`config.mk`:
```
export PLATFORM = sky130hd
export DESIGN_NAME = game_model_nxn
export DESIGN_NICKNAME = d
export VERILOG_FILES = /design/src/rtl/game_pkg.sv /design/src/rtl/win_detect.sv /design/src/rtl/game_model_nxn.sv
export SDC_FILE = /design/constraint.sdc
export NUM_CORES = 1
export LEC_CHECK = 0
export ABC_AREA = 0
export CORE_UTILIZATION = 50
export CTS_BUF_LIST = sky130_fd_sc_hd__clkbuf_8
export DETAILED_ROUTE_END_ITERATION = 16
export PLACE_DENSITY = 0.78
export SLEW_MARGIN = 0
export SYNTH_ARGS = -nofsm -noshare
export SYNTH_HDL_FRONTEND = slang
export SYNTH_SLANG_ARGS = --single-unit
```
`constraint.sdc`:
```
create_clock -name clk -period 2.62 [get_ports clk]
set_input_delay 0.262 -clock clk [delete_from_list [all_inputs] [get_ports clk]]
set_output_delay 0.262 -clock clk [all_outputs]
set_load 0.05 [all_outputs]
```
`src/rtl/game_pkg.sv`:
```
// Shared encodings and the K-run line-mask generator for the N x N board model.
package game_pkg;

  typedef enum logic [1:0] {
    ST_PLAYING = 2'd0,
    ST_X_WIN   = 2'd1,
    ST_O_WIN   = 2'd2,
    ST_DRAW    = 2'd3
  } state_e;

  typedef enum logic [1:0] {
    ERR_NONE      = 2'd0,
    ERR_GAME_OVER = 2'd1,
    ERR_BAD_CELL  = 2'd2,
    ERR_OCCUPIED  = 2'd3
  } err_e;

  typedef struct packed {
    logic ok;
    logic err;
    err_e code;
  } mv_rsp_t;

  localparam int MAX_CELLS = 256;

  function automatic int num_lines(input int n, input int k);
    return 2 * n * (n - k + 1) + 2 * (n - k + 1) * (n - k + 1);
  endfunction

  // Lines ordered as rows, columns, diagonals, anti-diagonals; each scanned by start cell.
  function automatic logic [MAX_CELLS-1:0] line_mask(input int n, input int k, input int idx);
    logic [MAX_CELLS-1:0] m;
    int cnt;
    bit ok;
    m   = '0;
    cnt = 0;
    for (int d = 0; d < 4; d++) begin
      for (int r = 0; r < n; r++) begin
        for (int c = 0; c < n; c++) begin
          case (d)
            0:       ok = (c <= n - k);
            1:       ok = (r <= n - k);
            2:       ok = (r <= n - k) && (c <= n - k);
            default: ok = (r <= n - k) && (c >= k - 1);
          endcase
          if (ok) begin
            if (cnt == idx) begin
              for (int i = 0; i < k; i++) begin
                case (d)
                  0:       m[r * n + c + i]       = 1'b1;
                  1:       m[(r + i) * n + c]     = 1'b1;
                  2:       m[(r + i) * n + c + i] = 1'b1;
                  default: m[(r + i) * n + c - i] = 1'b1;
                endcase
              end
            end
            cnt++;
          end
        end
      end
    end
    return m;
  endfunction

endpackage

```
`src/rtl/win_detect.sv`:
```
// Combinational K-in-a-row detector: flags a win and returns the union of all completed runs.
module win_detect
  import game_pkg::*;
#(
  parameter int N = 3,
  parameter int K = 3,
  localparam int CELLS = N * N
) (
  input  logic [CELLS-1:0] i_board,
  output logic             o_win,
  output logic [CELLS-1:0] o_line
);

  localparam int NL = num_lines(N, K);

  logic [NL-1:0][CELLS-1:0] w_part;

  for (genvar g = 0; g < NL; g++) begin : g_line
    localparam logic [MAX_CELLS-1:0] LM = line_mask(N, K, g);
    localparam logic [CELLS-1:0]     LC = LM[CELLS-1:0];
    assign w_part[g] = (&(i_board | ~LC)) ? LC : '0;
  end

  always_comb begin
    o_line = '0;
    for (int i = 0; i < NL; i++) o_line = o_line | w_part[i];
  end

  assign o_win = |o_line;

endmodule

```
`src/rtl/game_model_nxn.sv`:
```
// N x N board model: edge-qualified move requests, validation, turn/count tracking, win/draw status.
module game_model_nxn
  import game_pkg::*;
#(
  parameter int N = 3,
  parameter int K = 3,
  localparam int CELLS = N * N,
  localparam int CW = $clog2(CELLS + 1)
) (
  input  logic             clk,
  input  logic             reset_n,
  input  logic             clear,
  input  logic [CELLS-1:0] C,
  input  logic             writeEn,
  output logic [CELLS-1:0] X,
  output logic [CELLS-1:0] O,
  output logic             turn,
  output logic [1:0]       game_state,
  output logic [CELLS-1:0] win_line,
  output logic [CW-1:0]    move_cnt,
  output logic             move_ok,
  output logic             move_err,
  output logic [1:0]       err_code
);

  logic [CELLS-1:0] r_x, r_o, r_wl;
  logic             r_turn, r_armed;
  logic [CW-1:0]    r_cnt;
  state_e           r_state;
  mv_rsp_t          r_rsp;

  logic             w_fire, w_onehot, w_accept, w_win;
  logic [CELLS-1:0] w_mover_nxt, w_wl;
  err_e             w_code;
  state_e           w_state_nxt;

  assign w_fire      = writeEn & r_armed;
  assign w_onehot    = (C != '0) && ((C & (C - 1'b1)) == '0);
  assign w_accept    = w_fire && (w_code == ERR_NONE);
  assign w_mover_nxt = (r_turn ? r_o : r_x) | C;

  // Only the mover can newly win, so one detector on its next-state board suffices.
  win_detect #(.N(N), .K(K)) u_win (
    .i_board (w_mover_nxt),
    .o_win   (w_win),
    .o_line  (w_wl)
  );

  always_comb begin
    w_code = ERR_NONE;
    if (r_state != ST_PLAYING)     w_code = ERR_GAME_OVER;
    else if (!w_onehot)            w_code = ERR_BAD_CELL;
    else if (|(C & (r_x | r_o)))   w_code = ERR_OCCUPIED;
  end

  always_comb begin
    w_state_nxt = r_state;
    if (w_accept) begin
      if (w_win)                   w_state_nxt = r_turn ? ST_O_WIN : ST_X_WIN;
      else if (&(r_x | r_o | C))   w_state_nxt = ST_DRAW;
    end
  end

  always_ff @(posedge clk) begin
    if (!reset_n || clear) r_state <= ST_PLAYING;
    else                   r_state <= w_state_nxt;
  end

  always_ff @(posedge clk) begin
    if (!reset_n || clear) begin
      r_x     <= '0;
      r_o     <= '0;
      r_wl    <= '0;
      r_turn  <= 1'b0;
      r_cnt   <= '0;
      r_armed <= 1'b1;
      r_rsp   <= '{ok: 1'b0, err: 1'b0, code: ERR_NONE};
    end else begin
      r_rsp.ok  <= 1'b0;
      r_rsp.err <= 1'b0;
      if (w_fire)        r_armed <= 1'b0;
      else if (!writeEn) r_armed <= 1'b1;
      if (w_accept) begin
        if (r_turn) r_o <= w_mover_nxt;
        else        r_x <= w_mover_nxt;
        r_turn   <= ~r_turn;
        r_cnt    <= r_cnt + 1'b1;
        r_rsp.ok <= 1'b1;
        if (w_win) r_wl <= w_wl;
      end else if (w_fire) begin
        r_rsp.err  <= 1'b1;
        r_rsp.code <= w_code;
      end
    end
  end

  assign X          = r_x;
  assign O          = r_o;
  assign turn       = r_turn;
  assign game_state = r_state;
  assign win_line   = r_wl;
  assign move_cnt   = r_cnt;
  assign move_ok    = r_rsp.ok;
  assign move_err   = r_rsp.err;
  assign err_code   = r_rsp.code;

endmodule

```
==> metrics.txt <==
clk sinks=39; max cap viols=0; Post-DP HPWL=4672 um; Final setup viols=0; CP Max Fanout=8; Die ar.=4612 um2; Worst Skew=0.005855 ns; proportion of layout cells with a drive suffix above 1=17.28%; Initial Util=53.15%; routed vias=2,223; Clk pwr share=41.3%; Cells after Synth=254; achievable clock frequency=401.2 MHz; Final Hold Fails=0; final net count=337; Critical Path AT=2.66 ns; final setup TNS=0 ns; peak supply drop=0.0004285 V; DRT iter0 DRCs=202; min Tclk post-route=2.493 ns; Post-CTS Setup Inserts=0; Worst setup SP type=input port; largest net degree at the start of global routing=18; Crit Path Class=in2reg; first drt pass iteration count=5; Yosys warnings=0; synthesized flop and latch total=39; fin. max-slew vios=0; post-layout util=73.39%; die width=67.91 um; Switching Share=24.26%; port bufs=50; HP Class=reg2reg; Int Power=969.1 uW; worst skew pair latency=0.30 ns; Post-route DRC=0; Post-Syn Area=2172 um2; worst-margin pin slew=0.7012 ns; Psw=310.4 uW; Max-slew headroom=53.26%; Worst setup EP type=flip-flop; Post-DP Area=2861 um2; CTS Buf Count=5; post-synth cell types=54; vias in the first global route=2,090; Root Buffer=clkbuf_8; final instance area=2999 um2; TritonCTS clock tree=done; hold buffers post-CTS=0; Flop pwr share=46.6%; I/O pins=51; gr usage total=29.30%; Seq. cell area=782.0 um2; leakage=0.001141 uW; area grow syn2layout=38.08%; global-route wire length before repair=9998 um; Antenna diodes=0; FILL cells=315; PD cells=426.6 nW/um2; Primary FF master, synth=dfxtp_1; chip height=67.91 um; total core area=4086 um2; worst-case clock buffer depth=2; Wirelength per Cell=16.80 um; Comb pwr share=12.1%; Multi-input gate area=1276 um2; via/cell ratio=5.944; Critical Path RT=2.78 ns; number of synthesized flops with an enable pin=0; sequential share of the synthesized area=35.94%; detailed-route wire length=6282 um; initial antenna violation count=0; mean post-synth cell area=8.552 um2; Post-CTS Resized=0; Synth Net Count=268; grt total ovfl=0; post-route ant nets=0; status=finished clean; row count=23; async set or reset register ratio after synthesis=0%; H-Tree Depth=2; Worst-path clk slew=0.08 ns; gpl congestion=0.9164; Final Cycle Share=95.14%
## kinds of logic after synthesis
kind of cell,after synthesis,share of synthesized area (%)
fa+ha+maj,2,1.037
flops,39,35.94
simple gates,89,22.00
compound gates,81,26.73
mux,17,8.180
buf+inv,24,5.300
xor+xnor,2,0.8066
## worst max-delay path: stages
cell and delay [ns]:
clkdlybuf4s50_1 0.44, or4_4 0.62, o31a_1 0.31, a211oi_4 0.43, a211oi_4 0.15, buf_4 0.20, xnor2_1 0.17, nor2_1 0.07
## layout make-up
type	count	share of cell area [%]
Clock buffer	6	2.753
Clock inverter	2	1.168
Inverter	6	0.7509
Multi-Input combinational cell	191	42.55
Sequential cell	39	26.07
Tap cell	50	2.086
Timing Repair Buffer	80	24.61
## power by group through the flow
stage | Clock (uW) | Combinational (uW) | Sequential (uW)
after detailed placement | 0 | 151 | 610
after global routing | 556 | 167 | 596
after global placement | 0 | 150 | 610
final | 528 | 155 | 596
after CTS | 530 | 152 | 596
after floorplan | 0 | 83.5 | 616
## routing by layer
| layer | track usage (%) | up-vias | wire [um] |
|---|---|---|---|
| met5 | 0 | - | 0 |
| met2 | 47.65 | 87 | 3012 |
| met3 | 5.667 | 14 | 397 |
| met1 | 38.35 | 1049 | 2741 |
| met4 | 10.42 | 0 | 131 |
| li1 | - | 1073 | - |
## metrics by stage
stage	hold slack (ns)	worst slack, ns	cells	power [uW]
after floorplan	0.3239	0.01502	254	699.9
after global placement	0.4487	-0.09408	365	759.5
after detailed placement	0.4518	-0.1332	365	760.6
after CTS	0.4622	0.1435	373	1277
after global routing	0.4840	-0.01552	374	1319
final	0.4625	0.1273	374	1280
## worst paths after layout
kind,start,endpoint,slack [ns],depth (start not counted)
setup / recovery,C[3],move_cnt[0],0.13,8
hold / removal,win_line[2],win_line[2],0.46,2
setup reg to reg,turn,win_line[3],0.14,8
hold reg to reg,win_line[2],win_line[2],0.46,2
## cells in the mapped netlist, drive strengths merged, types with 2 or more instances
| cell | count | area, um2 |
|---|---|---|
| dfxtp | 39 | 780.8 |
| nor2 | 30 | 112.6 |
| o21ai | 23 | 126.4 |
| a21oi | 20 | 100.1 |
| nand2 | 14 | 52.55 |
| nor3 | 14 | 70.07 |
| a31oi | 11 | 68.82 |
| clkbuf | 11 | 41.29 |
| mux2i | 11 | 110.1 |
| buf | 7 | 51.30 |
| inv | 6 | 22.52 |
| mux2 | 6 | 67.56 |
| or2 | 6 | 37.54 |
| nor4 | 5 | 67.56 |
| o22ai | 5 | 31.28 |
| or3 | 5 | 31.28 |
| a211oi | 3 | 47.55 |
| nand3 | 3 | 20.02 |
| o211a | 3 | 30.03 |
| a222oi | 2 | 20.02 |
| and2 | 2 | 12.51 |
| nand2b | 2 | 12.51 |
| nand4 | 2 | 12.51 |
| nor2b | 2 | 12.51 |
| o31a | 2 | 17.52 |
| or3b | 2 | 17.52 |
| or4 | 2 | 18.77 |
| xnor2 | 2 | 17.52 |
## sequential cells by signal, indices dropped and copies added (netlist names)
register / flops
win_line: 9
move_cnt: 4
game_state: 2
move_ok: 1
err_code: 2
O: 9
X: 9
r_armed: 1
move_err: 1
turn: 1
## placed cells by master, fill, tap and decap left out, types with 2 or more instances in the layout
cell	count
mux2i_1	11
xnor2_1	2
mux2_1	5
nor2b_1	2
a211oi_4	2
and2_1	2
inv_1	6
nand4_1	2
nor2_1	30
o21ai_0	17
clkbuf_8	6
buf_4	29
nand2_1	14
o211a_1	3
dfxtp_1	38
o21ai_1	5
clkdlybuf4s50_1	50
a31oi_1	11
nor4_4	2
nand3_1	2
a222oi_1	2
nor3_1	14
or2_2	5
o31a_1	2
o22ai_1	5
a21oi_1	20
or3_1	5
nor4_1	2
nand2b_1	2
(Power assumes the default switching activity.)
==> variant 1 (same settings) <==
`N` is set to 3 in 2 places; all go to 6.
--- a/src/rtl/win_detect.sv
+++ b/src/rtl/win_detect.sv
@@ -3,5 +3,5 @@
   import game_pkg::*;
 #(
-  parameter int N = 3,
+  parameter int N = 6,
   parameter int K = 3,
   localparam int CELLS = N * N
--- a/src/rtl/game_model_nxn.sv
+++ b/src/rtl/game_model_nxn.sv
@@ -3,5 +3,5 @@
   import game_pkg::*;
 #(
-  parameter int N = 3,
+  parameter int N = 6,
   parameter int K = 3,
   localparam int CELLS = N * N,
Ports: changed (5 resized); port bits go from 51 to 161. No check against the original RTL was run, so the function may have changed too.
==> variant 1 against the original RTL <==
- the run now fails in global routing (5_1_grt)
- synthesized area rose to 3.7 times the old value
==> variant 1: results (changes against the original RTL) <==
<table>
<tr><th>Metric</th><th>Value</th></tr>
<tr><th colspan="2">Run status</th></tr>
<tr><td>Result of the run</td><td>aborted with a tool error</td></tr>
<tr><td>Exit stage</td><td>global routing (5_1_grt)</td></tr>
<tr><td>First reported error</td><td>[ERROR GRT-0232] Routing congestion too high. Check the congestion heatmap in the GUI.</td></tr>
<tr><th colspan="2">Clock tree</th></tr>
<tr><td>Number of H-tree levels</td><td>4 (+2)</td></tr>
<tr><td>CTS buffer count</td><td>17 (+12)</td></tr>
<tr><td>Root Buffer</td><td>sky130_fd_sc_hd__clkbuf_8</td></tr>
<tr><td>Maximum number of buffers from clock root to sink</td><td>2 (unchanged)</td></tr>
<tr><td>Clock Sinks</td><td>122 (+210%)</td></tr>
<tr><th colspan="2">Timing</th></tr>
<tr><td>Classification of the worst endpoint</td><td>register input</td></tr>
<tr><td>Last reported worst endpoint of the global-route repair pass</td><td>game_state[1]$_SDFFE_PP0P_/D</td></tr>
<tr><th colspan="2">Global routing</th></tr>
<tr><td>Aggregate global routing overflow</td><td>84</td></tr>
<tr><td>Met3 layer usage reported by global route</td><td>57.2%</td></tr>
<tr><td>Largest net degree at the start of global routing</td><td>72</td></tr>
<tr><th colspan="2">Place</th></tr>
<tr><td>Worst Setup Slack post-DPL</td><td>-1.02 ns (-0.891 ns)</td></tr>
<tr><td>Half-perimeter wire length after detailed placement</td><td>29300 µm (+530%)</td></tr>
<tr><td># placed instances</td><td>1628 (+350%)</td></tr>
<tr><td>Final GP Congestion</td><td>0.973 (+6.2%)</td></tr>
<tr><td>Area after DPL</td><td>12500 µm² (+340%)</td></tr>
<tr><td>Quantity of I/O buffers inserted on ports</td><td>160 (+220%)</td></tr>
<tr><th colspan="2">Synth</th></tr>
<tr><td>Top cells by area in the synthesized netlist</td><td>sky130_fd_sc_hd__dfxtp_1, sky130_fd_sc_hd__a21oi_2, sky130_fd_sc_hd__nor2_2, sky130_fd_sc_hd__mux2i_1, sky130_fd_sc_hd__o22ai_1</td></tr>
<tr><td>Number of library cell types mapped by synthesis</td><td>71 (+31%)</td></tr>
<tr><td>Async S/R FF share, synth</td><td>0% (unchanged)</td></tr>
<tr><td>Commonest cells post-synth</td><td>sky130_fd_sc_hd__dfxtp_1, sky130_fd_sc_hd__nor2_2, sky130_fd_sc_hd__nor2_1</td></tr>
<tr><td>Part of the Yosys area used for sequential elements</td><td>30.3% (-5.7 points)</td></tr>
<tr><td>Cells after synthesis</td><td>967 (+280%)</td></tr>
<tr><td>Synthesized netlist net count</td><td>1008 (+280%)</td></tr>
</table>
variant 1: cell count changes after synthesis, moves of 36 or more:
cell	delta
sky130_fd_sc_hd__nor3_1	+38
sky130_fd_sc_hd__nand2_1	+37
sky130_fd_sc_hd__nor2_2	+73
sky130_fd_sc_hd__nor2_1	+36
sky130_fd_sc_hd__a21oi_2	+60
sky130_fd_sc_hd__nor4_1	+37
sky130_fd_sc_hd__o22ai_1	+46
sky130_fd_sc_hd__dfxtp_1	+83
variant 1: kinds of logic after synthesis:
| family | after synthesis | synth area share [%] |
|---|---|---|
| AOI/OAI and AO/OA | 295 | 25.5 |
| and+or+nand+nor | 385 | 27.1 |
| buffers and inverters | 93 | 7.53 |
| adders and majority gates | 2 | 0.279 |
| muxes | 70 | 9.33 |
| DFF | 122 | 30.3 |
variant 1: what timing repair did:
action,in CTS
cloned,1
pin swaps,25
endpoints found under the hold margin,0
gates resized for setup,80
setup buffers,18
endpoints found under the setup margin,117
==> variant 2 (same settings) <==
Without the edit above. Put a register stage on the outputs `move_ok`, `move_err` and `err_code`, without a reset. The values now appear one clock later. The other outputs are not delayed to match.
--- a/src/rtl/game_model_nxn.sv
+++ b/src/rtl/game_model_nxn.sv
@@ -101,7 +101,9 @@
   assign win_line   = r_wl;
   assign move_cnt   = r_cnt;
-  assign move_ok    = r_rsp.ok;
-  assign move_err   = r_rsp.err;
-  assign err_code   = r_rsp.code;
+  always_ff @(posedge clk) begin
+    move_ok  <= r_rsp.ok;
+    move_err <= r_rsp.err;
+    err_code <= r_rsp.code;
+  end
 
 endmodule
Formal check against the unedited RTL: not equivalent (Yosys sat finds a counterexample within 4 cycles, from zero or initial values).
==> variant 2 against the original RTL <==
- clock power grew 4%
- non-clock buffer count grew 14
- utilization grew 4.6 points
- cell count grew 2.9%
- synthesized area shrank 3.7%
- worst setup slack lost 0.029 ns
- final area grew 4.0%
- routed wire length grew 1.1%
- sequential cell count grew 4
- total power grew 7.4%
- global-route usage grew 0.85 points
- largest cell class unchanged
- highest routed layer unchanged
==> variant 2: results (changes against the original RTL) <==
<table>
<tr><th>Metric</th><th>Value</th></tr>
<tr><th colspan="2">Synth</th></tr>
<tr><td>Top cells by area in the synthesized netlist</td><td>sky130_fd_sc_hd__dfxtp_1, sky130_fd_sc_hd__nor2_1, sky130_fd_sc_hd__a21oi_1, sky130_fd_sc_hd__nor3_1, sky130_fd_sc_hd__mux2_2</td></tr>
<tr><td>Part of the Yosys area used for sequential elements</td><td>41.2% (+5.2 points)</td></tr>
<tr><td>Post-synthesis area per instance</td><td>8.30 µm² (-3.0%)</td></tr>
<tr><td>Synthesized-area fraction occupied by ao, oa, aoi and oai cells</td><td>25.3% (-1.5 points)</td></tr>
<tr><th colspan="2">Routing</th></tr>
<tr><td>Initial DRC Count</td><td>183 (-9.4%)</td></tr>
<tr><td>Detailed route wirelength on metal2</td><td>2950 µm (-2.0%)</td></tr>
<tr><td>Number of iterations in the first detailed-routing pass</td><td>6 (+1)</td></tr>
<tr><th colspan="2">Run status</th></tr>
<tr><td>Result of the run</td><td>completed</td></tr>
<tr><th colspan="2">Timing</th></tr>
<tr><td>Post-route clock skew</td><td>0.0122 ns (+0.00630 ns)</td></tr>
<tr><th colspan="2">Place</th></tr>
<tr><td># placed instances</td><td>373 (+2.2%)</td></tr>
<tr><td>Half-perimeter wire length after detailed placement</td><td>4300 µm (-8.1%)</td></tr>
<tr><th colspan="2">Finish</th></tr>
<tr><td>Fraction of final layout cells with drive strength greater than 1</td><td>24.2% (+6.9 points)</td></tr>
<tr><td>Fill cells</td><td>283 (-10%)</td></tr>
<tr><td>Final cell count without fillers</td><td>385 (+2.9%)</td></tr>
<tr><td>Nets@finish</td><td>348 (+3.3%)</td></tr>
<tr><th colspan="2">Pwr</th></tr>
<tr><td>Static Leak</td><td>1.16 nW (+2.1%)</td></tr>
<tr><td>Switching power share of the total</td><td>24.4% (+0.18 points)</td></tr>
<tr><td>Maximum vdd ir drop</td><td>0.000300 V (-30%)</td></tr>
<tr><th colspan="2">Setup path</th></tr>
<tr><td>End of the worst register-to-register path</td><td>game_state[1]$_SDFFE_PP0P_</td></tr>
<tr><td>R2R Path Start</td><td>X[8]$_SDFFE_PP0P_</td></tr>
<tr><td>CP startpoint</td><td>C[5]</td></tr>
<tr><th colspan="2">Global routing</th></tr>
<tr><td>Largest net degree at the start of global routing</td><td>20 (+2)</td></tr>
<tr><td>GRT Util Overall</td><td>30.2% (+0.85 points)</td></tr>
<tr><td>Met1 global-route usage</td><td>39.4% (+1.0 points)</td></tr>
<tr><th colspan="2">Hold path</th></tr>
<tr><td>Min-Delay Startpoint</td><td>r_rsp[3]$_SDFF_PP0_</td></tr>
</table>
-- variant 2: how the worst max path moves through the flow --
| stage | endpoint | depth (start not counted) |
|---|---|---|
| finish | game_state[1]$_SDFFE_PP0P_ | 9 |
| global route | X[0]$_SDFFE_PP0P_ | 8 |
| CTS | X[7]$_SDFFE_PP0P_ | 8 |
| detailed placement | win_line[6]$_SDFFE_PP0P_ | 7 |
| global placement | win_line[6]$_SDFFE_PP0P_ | 7 |
| floorplan | move_cnt[3]$_SDFFE_PP0P_ | 8 |
-- variant 2: layout make-up --
class,instances,area share [%]
Clock inverter,2,1.12
Timing Repair Buffer,94,27.7
Inverter,3,0.361
Clock buffer,6,2.65
Multi-Input combinational cell,187,38.5
Sequential cell,43,27.7
Tap cell,50,2.00
-- variant 2: timing repair --
item	4_1_cts	5_1_grt
cloned	1	1
gates resized for setup	6	15
endpoints found under the setup margin	19	31
hold endpoints to repair	0	0
pin swaps	2	5
buffers inserted	2	0
-- variant 2: cells by family (layout without fill, tap and decap cells) --
family | count (synthesis) | in the layout
mux | 7 | 7
simple gates | 94 | 95
flops | 43 | 43
compound gates | 81 | 81
buf+inv | 23 | 105
fa+ha+maj | 2 | 2
xor+xnor | 2 | 2
-- variant 2: worst max-delay path: stages --
cell                              delay (ns)
sky130_fd_sc_hd__clkdlybuf4s50_1        0.53
sky130_fd_sc_hd__o21ai_0                0.15
sky130_fd_sc_hd__nand4_1                0.15
sky130_fd_sc_hd__or4b_4                 0.58
sky130_fd_sc_hd__buf_4                  0.18
sky130_fd_sc_hd__nor4_4                 0.34
sky130_fd_sc_hd__buf_6                  0.19
sky130_fd_sc_hd__nand2_1                0.06
sky130_fd_sc_hd__o221a_2                0.28
-- variant 2: metrics by stage --
stage | utilization, % | setup WS (ns) | instance area, µm² | hold slack [ns] | total power [W]
floorplan | - | -0.0620 | 2100 | 0.310 | 0.000761
CTS | 76.6 | 0.000552 | 3060 | 0.331 | 0.00137
global route | 78.0 | 0.0144 | 3120 | 0.335 | 0.00141
detailed placement | 72.4 | -0.414 | 2900 | 0.313 | 0.000831
finish | 78.0 | 0.0981 | 3120 | 0.329 | 0.00137
global placement | 72.4 | -0.391 | 2900 | 0.312 | 0.000829
-- variant 2: power groups by stage --
stage	Combinational, W	Clock (W)	Sequential, W
after floorplan	0.0000802	0	0.000681
after global placement	0.000155	0	0.000674
after detailed placement	0.000156	0	0.000674
after CTS	0.000162	0.000547	0.000659
after global routing	0.000182	0.000569	0.000658
final	0.000169	0.000548	0.000658
